### src/rtl/irq_pending_latch_if.sv
// Bus between the interrupt pending latch and its surroundings (raw lines,
// mask, priority encoder feedback and the consumer's irq/ack handshake).
interface irq_pending_latch_if #(
  parameter int WIDTH = 4,
  parameter int ID_W  = 2
);
  logic [WIDTH-1:0] irq_raw;
  logic [WIDTH-1:0] mask;
  logic [WIDTH-1:0] req;
  logic [ID_W-1:0]  enc_pos;
  logic             irq;
  logic [ID_W-1:0]  irq_id;
  logic             ack;
  logic [WIDTH-1:0] pending;
  logic             timeout;

  // The system side: raw sources, mask, encoder and interrupt consumer.
  modport master (
    output irq_raw, mask, enc_pos, ack,
    input  req, irq, irq_id, pending, timeout
  );

  // The latch itself.
  modport slave (
    input  irq_raw, mask, enc_pos, ack,
    output req, irq, irq_id, pending, timeout
  );
endinterface

### src/rtl/irq_pending_latch.sv
// Sticky rising-edge interrupt capture feeding a priority encoder, presenting one
// interrupt at a time with irq/ack and an ack timeout. Optional: IRQ_SYNC_EN.
module irq_pending_latch #(
  parameter int WIDTH       = 4,
  parameter int ID_W        = 2,
  parameter int ACK_TIMEOUT = 16
) (
  input  logic              clk,
  input  logic              rst,
  irq_pending_latch_if.slave bus
);

  localparam logic [0:0] IDLE   = 1'b0;
  localparam logic [0:0] ACTIVE = 1'b1;

  localparam int               TMR_W    = (ACK_TIMEOUT > 1) ? $clog2(ACK_TIMEOUT) : 1;
  localparam bit               TMR_EN   = (ACK_TIMEOUT > 0);
  localparam logic [TMR_W-1:0] TMR_LAST = TMR_W'((ACK_TIMEOUT > 0) ? ACK_TIMEOUT - 1 : 0);

  logic [WIDTH-1:0] raw_s;
  logic [WIDTH-1:0] raw_q;
  logic [WIDTH-1:0] set_vec;
  logic [WIDTH-1:0] clr_vec;
  logic [WIDTH-1:0] pending_q;
  logic [0:0]       state_q;
  logic             irq_q;
  logic [ID_W-1:0]  irq_id_q;
  logic [TMR_W-1:0] timer_q;
  logic             timeout_q;
  logic             tmo_hit;

`ifdef IRQ_SYNC_EN
  logic [WIDTH-1:0] sync_ff1;
  logic [WIDTH-1:0] sync_ff2;

  // Two-flop synchronizer per line for asynchronous interrupt sources.
  always_ff @(posedge clk or posedge rst) begin
    if (rst) begin
      sync_ff1 <= '0;
      sync_ff2 <= '0;
    end else begin
      sync_ff1 <= bus.irq_raw;
      sync_ff2 <= sync_ff1;
    end
  end

  assign raw_s = sync_ff2;
`else
  assign raw_s = bus.irq_raw;
`endif

  // NOTE: registers use non-blocking assignments so every flop samples the
  // pre-edge value of every other flop, independent of block ordering.
  always_ff @(posedge clk or posedge rst) begin
    if (rst) raw_q <= '0;
    else     raw_q <= raw_s;
  end

  assign set_vec = raw_s & ~raw_q;

  // NOTE: every signal driven from always_comb gets a default first so no
  // path through the block leaves it unassigned (which would infer a latch).
  always_comb begin
    clr_vec = '0;
    tmo_hit = 1'b0;
    if (state_q == ACTIVE) begin
      if (bus.ack)
        clr_vec = WIDTH'(1) << irq_id_q;
      else if (TMR_EN && (timer_q == TMR_LAST))
        tmo_hit = 1'b1;
    end
  end

  // Set is ORed in after the clear, so a new edge in the ack cycle keeps the bit.
  always_ff @(posedge clk or posedge rst) begin
    if (rst) pending_q <= '0;
    else     pending_q <= (pending_q & ~clr_vec) | set_vec;
  end

  // irq is registered alongside the state, so irq=1 exactly while ACTIVE.
  always_ff @(posedge clk or posedge rst) begin
    if (rst) begin
      state_q   <= IDLE;
      irq_q     <= 1'b0;
      irq_id_q  <= '0;
      timer_q   <= '0;
      timeout_q <= 1'b0;
    end else begin
      case (state_q)
        IDLE: begin
          if (|bus.req) begin
            irq_id_q <= bus.enc_pos;
            timer_q  <= '0;
            irq_q    <= 1'b1;
            state_q  <= ACTIVE;
          end
        end
        ACTIVE: begin
          if (bus.ack) begin
            irq_q   <= 1'b0;
            state_q <= IDLE;
          end else if (tmo_hit) begin
            irq_q     <= 1'b0;
            timeout_q <= 1'b1;
            state_q   <= IDLE;
          end else if (TMR_EN) begin
            timer_q <= timer_q + 1'b1;
          end
        end
        default: begin
          irq_q   <= 1'b0;
          state_q <= IDLE;
        end
      endcase
    end
  end

  assign bus.req     = pending_q & ~bus.mask;
  assign bus.pending = pending_q;
  assign bus.irq     = irq_q;
  assign bus.irq_id  = irq_id_q;
  assign bus.timeout = timeout_q;

endmodule

### src/flat_wrapper.sv
// flat-port wrapper written by rule: the top's interface ports become plain ports
module irq_pending_latch_flat 
#(
  parameter int WIDTH       = 4,
  parameter int ID_W        = 2,
  parameter int ACK_TIMEOUT = 16
)
  (clk, rst, bus_irq_raw, bus_mask, bus_enc_pos, bus_ack, bus_req, bus_irq, bus_irq_id, bus_pending, bus_timeout);
  irq_pending_latch_if #(.WIDTH(WIDTH), .ID_W(ID_W)) bus_i ();
  input  logic clk;
  input  logic rst;
  input wire logic [$bits(bus_i.irq_raw)-1:0] bus_irq_raw;
  input wire logic [$bits(bus_i.mask)-1:0] bus_mask;
  input wire logic [$bits(bus_i.enc_pos)-1:0] bus_enc_pos;
  input wire logic [$bits(bus_i.ack)-1:0] bus_ack;
  output wire logic [$bits(bus_i.req)-1:0] bus_req;
  output wire logic [$bits(bus_i.irq)-1:0] bus_irq;
  output wire logic [$bits(bus_i.irq_id)-1:0] bus_irq_id;
  output wire logic [$bits(bus_i.pending)-1:0] bus_pending;
  output wire logic [$bits(bus_i.timeout)-1:0] bus_timeout;
  assign bus_i.irq_raw = bus_irq_raw;
  assign bus_i.mask = bus_mask;
  assign bus_i.enc_pos = bus_enc_pos;
  assign bus_i.ack = bus_ack;
  assign bus_req = bus_i.req;
  assign bus_irq = bus_i.irq;
  assign bus_irq_id = bus_i.irq_id;
  assign bus_pending = bus_i.pending;
  assign bus_timeout = bus_i.timeout;
  irq_pending_latch #(.WIDTH(WIDTH), .ID_W(ID_W), .ACK_TIMEOUT(ACK_TIMEOUT)) u_core (.clk(clk), .rst(rst), .bus(bus_i));
endmodule
### config.mk
export PLATFORM = sky130hd
export DESIGN_NAME = irq_pending_latch_flat
export DESIGN_NICKNAME = d
export VERILOG_FILES = /design/src/rtl/irq_pending_latch_if.sv /design/src/rtl/irq_pending_latch.sv /design/src/flat_wrapper.sv
export SDC_FILE = /design/constraint.sdc
export NUM_CORES = 1
export LEC_CHECK = 0
export ABC_AREA = 1
export CORE_MARGIN = 4
export CORE_UTILIZATION = 40
export DETAILED_ROUTE_END_ITERATION = 12
export GPL_ROUTABILITY_DRIVEN = 0
export PLACE_DENSITY_LB_ADDON = 0.3
export SETUP_SLACK_MARGIN = 0.3
export SYNTH_ARGS = -nofsm -noshare
export SYNTH_HDL_FRONTEND = slang
export SYNTH_SLANG_ARGS = --single-unit
### constraint.sdc
create_clock -name clk -period 2.8 [get_ports clk]
set_input_delay 0.42 -clock clk [delete_from_list [all_inputs] [get_ports clk]]
set_output_delay 0.42 -clock clk [all_outputs]
set_load 0.01 [all_outputs]
Word level (Yosys, flattened, before mapping)
Cells that the tools add are included.
{"block": "totals", "regBits": 17, "latchBits": 0, "ramBits": 0, "romBits": 0, "inputBits": 13, "out_inout_bits": 12, "elab_cells": 45, "mem_count": 0}
{"block": "classes", "add_sub_neg": 1, "n_mul": 0, "div": 0, "n_lt_le_gt_ge": 0, "eq_ne": 5, "shift": 1, "muxes": 17, "n_bitwise": 9, "n_reduce_logical": 5}
{"operator": "$mux 4", "n": 5}
{"operator": "$and 4x4->4", "n": 3}
{"operator": "$not 4->4", "n": 3}
{"operator": "$mux 1", "n": 9}
{"operator": "$pmux 4 s2", "n": 1}
{"operator": "$reduce_and 3->1", "n": 2}
{"operator": "$add 4x1->4 const B", "n": 1}
{"operator": "$eq 4x4->1 const B", "n": 1}
{"operator": "$ne 2x2->1 const B", "n": 2}
{"operator": "$or 4x4->4", "n": 1}
{"operator": "$pmux 1 s2", "n": 2}
{"operator": "$reduce_and 2->1", "n": 2}
{"operator": "$reduce_or 4->1", "n": 1}
{"operator": "$shl 1x2->4 const A", "n": 1}
{"operator": "$ne 3x3->1 const B", "n": 1}
{"operator": "$ne 2x1->1 const B", "n": 1}
{"operator": "$not 1->1", "n": 2}

Longest topological paths before layout
Gate-level depths: netlist of run 1.
{"block": "depth", "word_depth": 7, "ltp_mapped": 7}

Worst setup path before layout of run 1
Ideal clock, no wire load.
{"block": "synth_path", "path_type": "register to register", "from": "register u_core.timer_q[0]", "to": "register u_core.timer_q[3]", "setup_time_ps": 117, "t_arrival_ps": 1051, "required_time_ps": 2683, "path_slack_ps": 1633, "path_stages_with_launch": 8, "path_buffers": 0, "path_cell_list": "dfrtp_1 ha_1 nand3_1 nand2_4 nor2_2 nand2_1 nand2_1 nor2_1"}
{"block": "synth_between", "elab_chain_cells": 6}
{"item": "from (decl)", "line_no": "irq_pending_latch.sv:28", "source": "logic [TMR_W-1:0] timer_q;"}
{"item": "from (signal assigned)", "line_no": "irq_pending_latch.sv:107", "source": "timer_q <= timer_q + 1'b1;"}
{"item": "$eq 4x4->1", "line_no": "irq_pending_latch.sv:69", "source": "else if (TMR_EN && (timer_q == TMR_LAST))"}
{"item": "$mux 1", "line_no": "irq_pending_latch.sv:69"}
{"item": "$mux 1", "line_no": "irq_pending_latch.sv:67", "source": "if (bus.ack)"}
{"item": "$mux 1", "line_no": "irq_pending_latch.sv:66", "source": "if (state_q == ACTIVE) begin"}
{"item": "$ne 2x2->1 (no source line)"}
{"item": "$reduce_and 3->1 (no source line)"}
Several ways; a longest one is shown, not always the timed one. The select of a mux whose other input is x is not followed.
A chain may end at the register's enable or synchronous reset.

Worst setup path in the final report of run 1
{"block": "layout_path", "from": "input bus_mask[2]", "to": "output bus_req[2]"}
{"block": "layout_between", "elab_chain_cells": 2}
{"item": "from (decl)", "line_no": "flat_wrapper.sv:13", "source": "input wire logic [$bits(bus_i.mask)-1:0] bus_mask;"}
{"item": "$not 4->4", "line_no": "irq_pending_latch.sv:118", "source": "assign bus.req = pending_q & ~bus.mask;"}
{"item": "$and 4x4->4", "line_no": "irq_pending_latch.sv:118"}
{"item": "to (decl)", "line_no": "flat_wrapper.sv:16", "source": "output wire logic [$bits(bus_i.req)-1:0] bus_req;"}
Every way passes these cells.

==> metrics.yaml, run 1 <==
outcome: "completed"
power.density_mw_per_mm2: 839
maxSlewViolCount: 0
vias_per_cell: 4.55
grt_start_max_net_pins: 18
peakVddDrop_mv: 0.459
dr.pass1.iters: 4
fin_nets: 127
fin_hold_ws_ns: 0.432
p_sw_frac: 0.362
worstPathArrival_ns: 1.52
grt_pass1_wl_um: 2460
die_w_um: 51.1
die_y_um: 51.1
antenna_found_initial: 0
root_buffer: "clkbuf_4"
insertion_delay_ns: 0.29
maxCapViolations: 0
numCtsBuffers: 3
synth-simple-area-share: 0.209
fin_skew_ns: 0.00219
route.detailed.drc: 0
p_leak_uw: 0.000513
port_buffers: 24
htreeDepth: 1
setup_viol_count_final: 0
rows: 15
num_vias: 623
synthAdderAreaFrac: 0.0169
endpoint_kind: "primary output"
finalCritPeriodShare: 0.694
p_seq_frac: 0.427
numClockSinks: 17
ys_seq_area_frac: 0.573
clk_pin_slew_worst_paths_ns: 0.10
grt_pass1_vias: 549
ys_types: 16
fin_crit_ns: 1.94
cts_post_setup_buffers_inserted: 0
cts.path.max_buffers: 2
synth-xor-area-share: 0
ys_ff_latch: 17
ioPinCount: 25
wl_per_cell_um: 10.7
comb_power_share: 0.424
met2_length_um: 746
crit_fanout: 2
ff2ff_path_depth: 7
fin_tns_setup_ns: 0
synthCells: 84
synth_area_um2: 742
start_util: 0.425
grt_util_all_layers: 0.128
antenna_cells: 0
drt_iter0_drc: 12
holdBufCountCts: 0
fmax_ghz: 0.514
synthesis.nets: 98
avgSynthCellArea_um2: 8.83
tightest_slew_ns: 0.614
hp-class: "reg2reg"
critPathLaunchType: "input pin"
path_class: "in2out"
power_frac_clock: 0.150
rsz0062_at_grt: "false"
hold_depth: 1
wirelength_um: 1470
drive_gt1_frac: 0.0804
ant_nets: 0
required_ns: 2.38
synth_mux_area_frac: 0
max-slew-margin-rel: 0.590
power_switching_uw: 315
top_layer: "met4"
fp.dieArea_mm2: 0.00261
coreArea_mm2: 0.00175
grt_overflow_total: 0
post-dp-hpwl_um: 1190
reg2reg_setup_slack_ns: 1.52
synth-compound-area-share: 0.110
synth_top_family_by_area: "simple AND/OR/NAND/NOR gates"
fill_cells: 161
routed-wl-met3_um: 83
synthToLayoutAreaGrowth_pct: 40.1
yosys_warnings: 0
cts_tree: "done"
hold_viol: 0
cts_resized: 0
p_int_uw: 557
met1Wirelength_um: 636
## kinds of logic (layout without fill, tap and decap cells)
group           count (synthesis)  after routing
compound gates                 14             14
fa+ha+maj                       1              1
simple gates                   34             34
flops                          17             17
buf+inv                        18             46
## power by group through the flow
stage	logic, uW	registers (uW)	clock network, uW
after floorplan	173	391	0
after CTS	377	373	139
after global routing	410	385	149
after detailed placement	375	378	0
final	369	372	130
after global placement	370	376	0
## synth_stat cells (all sizes together)
cell type  instances  area share
o21bai             1       0.010
nor2               9       0.059
o21ai              9       0.066
o31ai              2       0.020
nand3              6       0.040
or2                1      0.0084
inv               18       0.091
dfrtp             17        0.57
nand2             18        0.10
a21oi              2       0.013
ha                 1       0.017
## placed cells by master, fill, tap and decap left out, drive strengths merged
cell,netlist,final
a21oi,2,2
clkbuf,0,4
clkdlybuf4s50,0,24
dfrtp,17,17
ha,1,1
inv,18,18
nand2,18,18
nand3,6,6
nor2,9,9
o21ai,9,9
o21bai,1,1
o31ai,2,2
or2,1,1
## per-layer routing
metal,up-vias,global-route usage
met1,284,0.152
met5,-,0
li1,318,-
met2,19,0.215
met4,0,0.0538
met3,2,0.0379
## final timing paths
check,start,endpoint
setup / recovery,bus_mask[2],bus_req[2]
hold / removal,u_core.raw_q[2],u_core.bus.pending[2]
setup reg to reg,u_core.timer_q[0],u_core.timer_q[3]
hold reg to reg,u_core.raw_q[2],u_core.bus.pending[2]
max in group asynchronous,rst,u_core.timer_q[2]
min in group asynchronous,rst,u_core.raw_q[3]
## metrics by stage
| stage | utilization | setup slack [ns] | area, um^2 | cells | total power, uW |
|---|---|---|---|---|---|
| after floorplan | - | 1.63 | 742 | 84 | 564 |
| after global placement | 0.581 | 0.857 | 1010 | 133 | 745 |
| after detailed placement | 0.581 | 0.847 | 1010 | 133 | 753 |
| after CTS | 0.596 | 0.842 | 1040 | 137 | 889 |
| after global routing | 0.596 | 0.803 | 1040 | 137 | 945 |
| final | 0.596 | 0.856 | 1040 | 137 | 872 |
## cell type report
class                   count  area (um^2)  area share
clock buffers               4         26.3      0.0253
inverters                  18         67.6      0.0650
multi-input cells          49          249       0.239
flip-flops and latches     17          425       0.409
well taps                  25         31.3      0.0301
repair buffers             24          240       0.231
## critical path: stages
cell and delay (ns):
clkdlybuf4s50_1 0.40, inv_1 0.06, nand2_1 0.07, inv_1 0.06, clkdlybuf4s50_1 0.52
## state kept, by name (all words and copies together), names as in the netlist
| name | flops |
|---|---|
| u_core.bus.irq | 1 |
| u_core.raw_q | 4 |
| u_core.timer_q | 4 |
| u_core.bus.timeout | 1 |
| u_core.bus.irq_id | 2 |
| u_core.state_q | 1 |
| u_core.bus.pending | 4 |
(Power assumes the default switching activity.)
==> run 2, diff against run 1 <==
- CORE_UTILIZATION: 40 -> 39
- clock period: 2.8 -> 1.6 ns (I/O delays scaled with it)
==> metrics.yaml, run 2 (synthesized netlist as in run 1, its figures left out) <==
coreArea_mm2: 0.00176  # +1.1%
fill_cells: 168  # +4.3%
port_buffers: 24  # unchanged
drive_gt1_frac: 0.207  # +0.127
power.density_mw_per_mm2: 1430  # +70%
dp.cells: 135  # +1.5%
synthToLayoutAreaGrowth_pct: 42.8
fin_crit_ns: 1.26
grt_util_all_layers: 0.139  # +0.0110
finalCritPeriodShare: 0.785
hp-class: "in2async"
peakVddDrop_mv: 0.808  # +76%
cpMaxStageDelayCell: "dfrtp_1"
grt_pass1_wl_um: 2750  # +11%
fmax_ghz: 0.796
final_common_cell: "dfrtp_1"
cts.path.max_buffers: 2  # unchanged
p_total_uw: 1520  # +74%
root_buffer: "clkbuf_4"
route.detailed.drc: 0  # unchanged
fin_tns_setup_ns: 0  # unchanged
numClockSinks: 17  # unchanged
cp_top_family: "flip-flops"
ioPinCount: 25  # unchanged
worst-path-buf-inv: 1  # -3
die_y_um: 51.6  # +1.1%
critPathLaunchType: "flop"
wl_per_cell_um: 10.8  # +0.66%
p_leak_uw: 0.000546  # +6.4%
fin_nets: 131  # +3.1%
utilization: 0.601  # +0.00501
path_class: "reg2out"
die_w_um: 51.6  # +1.1%
antenna_cells: 0  # unchanged
numCtsBuffers: 3  # unchanged
antenna_found_initial: 0  # unchanged
cts_tree: "done"
vias_per_cell: 4.62  # +1.7%
required_ns: 1.36  # -1.02 ns
fin_skew_ns: 0.00738  # +0.00519 ns
start_util: 0.421  # -0.00452
num_vias: 652  # +4.7%
multi_input_area_um2: 268  # +7.5%
fin_hold_ws_ns: 0.247  # -0.185 ns
grt_start_max_net_pins: 18  # unchanged
holdBufCountCts: 0  # unchanged
rows: 15  # unchanged
crit_fanout: 4  # +2
grt_pass1_vias: 635  # +16%
fp.dieArea_mm2: 0.00266  # +2.1%
wirelength_um: 1530  # +3.6%
clk_pin_slew_worst_paths_ns: 0.10  # about the same
hold_viol: 0  # unchanged
worstPathCellList: "dlygate4sd2_1"
drt_iter0_drc: 4  # -8
final_cells: 141  # +2.9%
ant_nets: 0  # unchanged
insertion_delay_ns: 0.29  # about the same
worstPathArrival_ns: 1.02  # -0.50 ns
max_stage_delay_ns: 0.43  # -0.09 ns
regArea_um2: 425  # unchanged
post-dp-hpwl_um: 1190  # +0.61%
grt_overflow_total: 0  # unchanged
endpoint_kind: "primary output"
maxSlewViolCount: 0  # unchanged
mostFrequentLayoutCells: "17 x dfrtp_1, 16 x inv_1, 14 x nand2_1, 12 x clkdlybuf4s50_1, 8 x dlygate4sd2_1"
outcome: "completed"
setup_viol_count_final: 0  # unchanged
max-slew-margin-rel: 0.834  # +0.243
tightest_slew_ns: 0.248  # -0.366 ns
dr.pass1.iters: 4  # unchanged
htreeDepth: 1  # unchanged
maxCapViolations: 0  # unchanged
rsz0062_at_grt: "true"
## run 2: changes by cell type in the layout (fill, tap and decap cells not counted), sizes merged
cell,previous run,this run
buf,0,6
dlygate4sd2,0,8
clkdlybuf4s50,24,12
clkbuf,4,5
clkinv,0,1
## run 2: repair_timing
action | 4_1_cts | 5_1_grt
pin swaps | 0 | 4
setup buffers | 1 | 1
hold endpoints to repair | 0 | 0
resized for setup | 18 | 11
endpoints found under the setup margin | 12 | 9
## run 2: worst paths after layout
check                                startpoint                     to  slack (ns)  cells after the start
hold / removal                              rst  u_core.bus.pending[0]        0.25                      3
setup reg to reg              u_core.timer_q[0]      u_core.timer_q[3]        0.40                      7
max in group asynchronous                   rst         u_core.bus.irq        1.17                      3
min in group clk                 bus_irq_raw[2]        u_core.raw_q[2]        0.41                      1
setup / recovery           u_core.bus.irq_id[0]          bus_irq_id[0]        0.34                      1
hold reg to reg                 u_core.raw_q[3]  u_core.bus.pending[3]        0.43                      1
## run 2: power by group
part | switching, uW | total (uW) | leakage (uW) | internal, uW
registers | 103 | 656 | 0.000201 | 553
clock network | 135 | 228 | 0.0000177 | 92.8
logic | 350 | 631 | 0.000327 | 280
total | 589 | 1520 | 0.000546 | 926
## run 2: per-layer routing
| layer | vias to the layer above | GRT usage | share of wire |
|---|---|---|---|
| met5 | - | 0 | 0 |
| met4 | 0 | 0.0655 | 0.019 |
| met3 | 4 | 0.0258 | 0.039 |
| met2 | 15 | 0.246 | 0.54 |
| met1 | 303 | 0.162 | 0.41 |
| li1 | 330 | - | - |
## run 2: per-stage QoR
step / worst slack (ns) / instance area (um^2)
after detailed placement: 0.0237 / 1030
after floorplan: 0.433 / 742
after global routing: 0.258 / 1060
after global placement: 0.0345 / 1030
final: 0.344 / 1060
after CTS: 0.226 / 1050
## run 2: cell type report
| class | count | share of cell area |
|---|---|---|
| clock buffers | 3 | 0.0213 |
| flip-flops and latches | 17 | 0.401 |
| repair buffers | 28 | 0.227 |
| inverters | 18 | 0.0638 |
| multi-input cells | 49 | 0.253 |
| well taps | 25 | 0.0295 |
| clock inverters | 1 | 0.00472 |
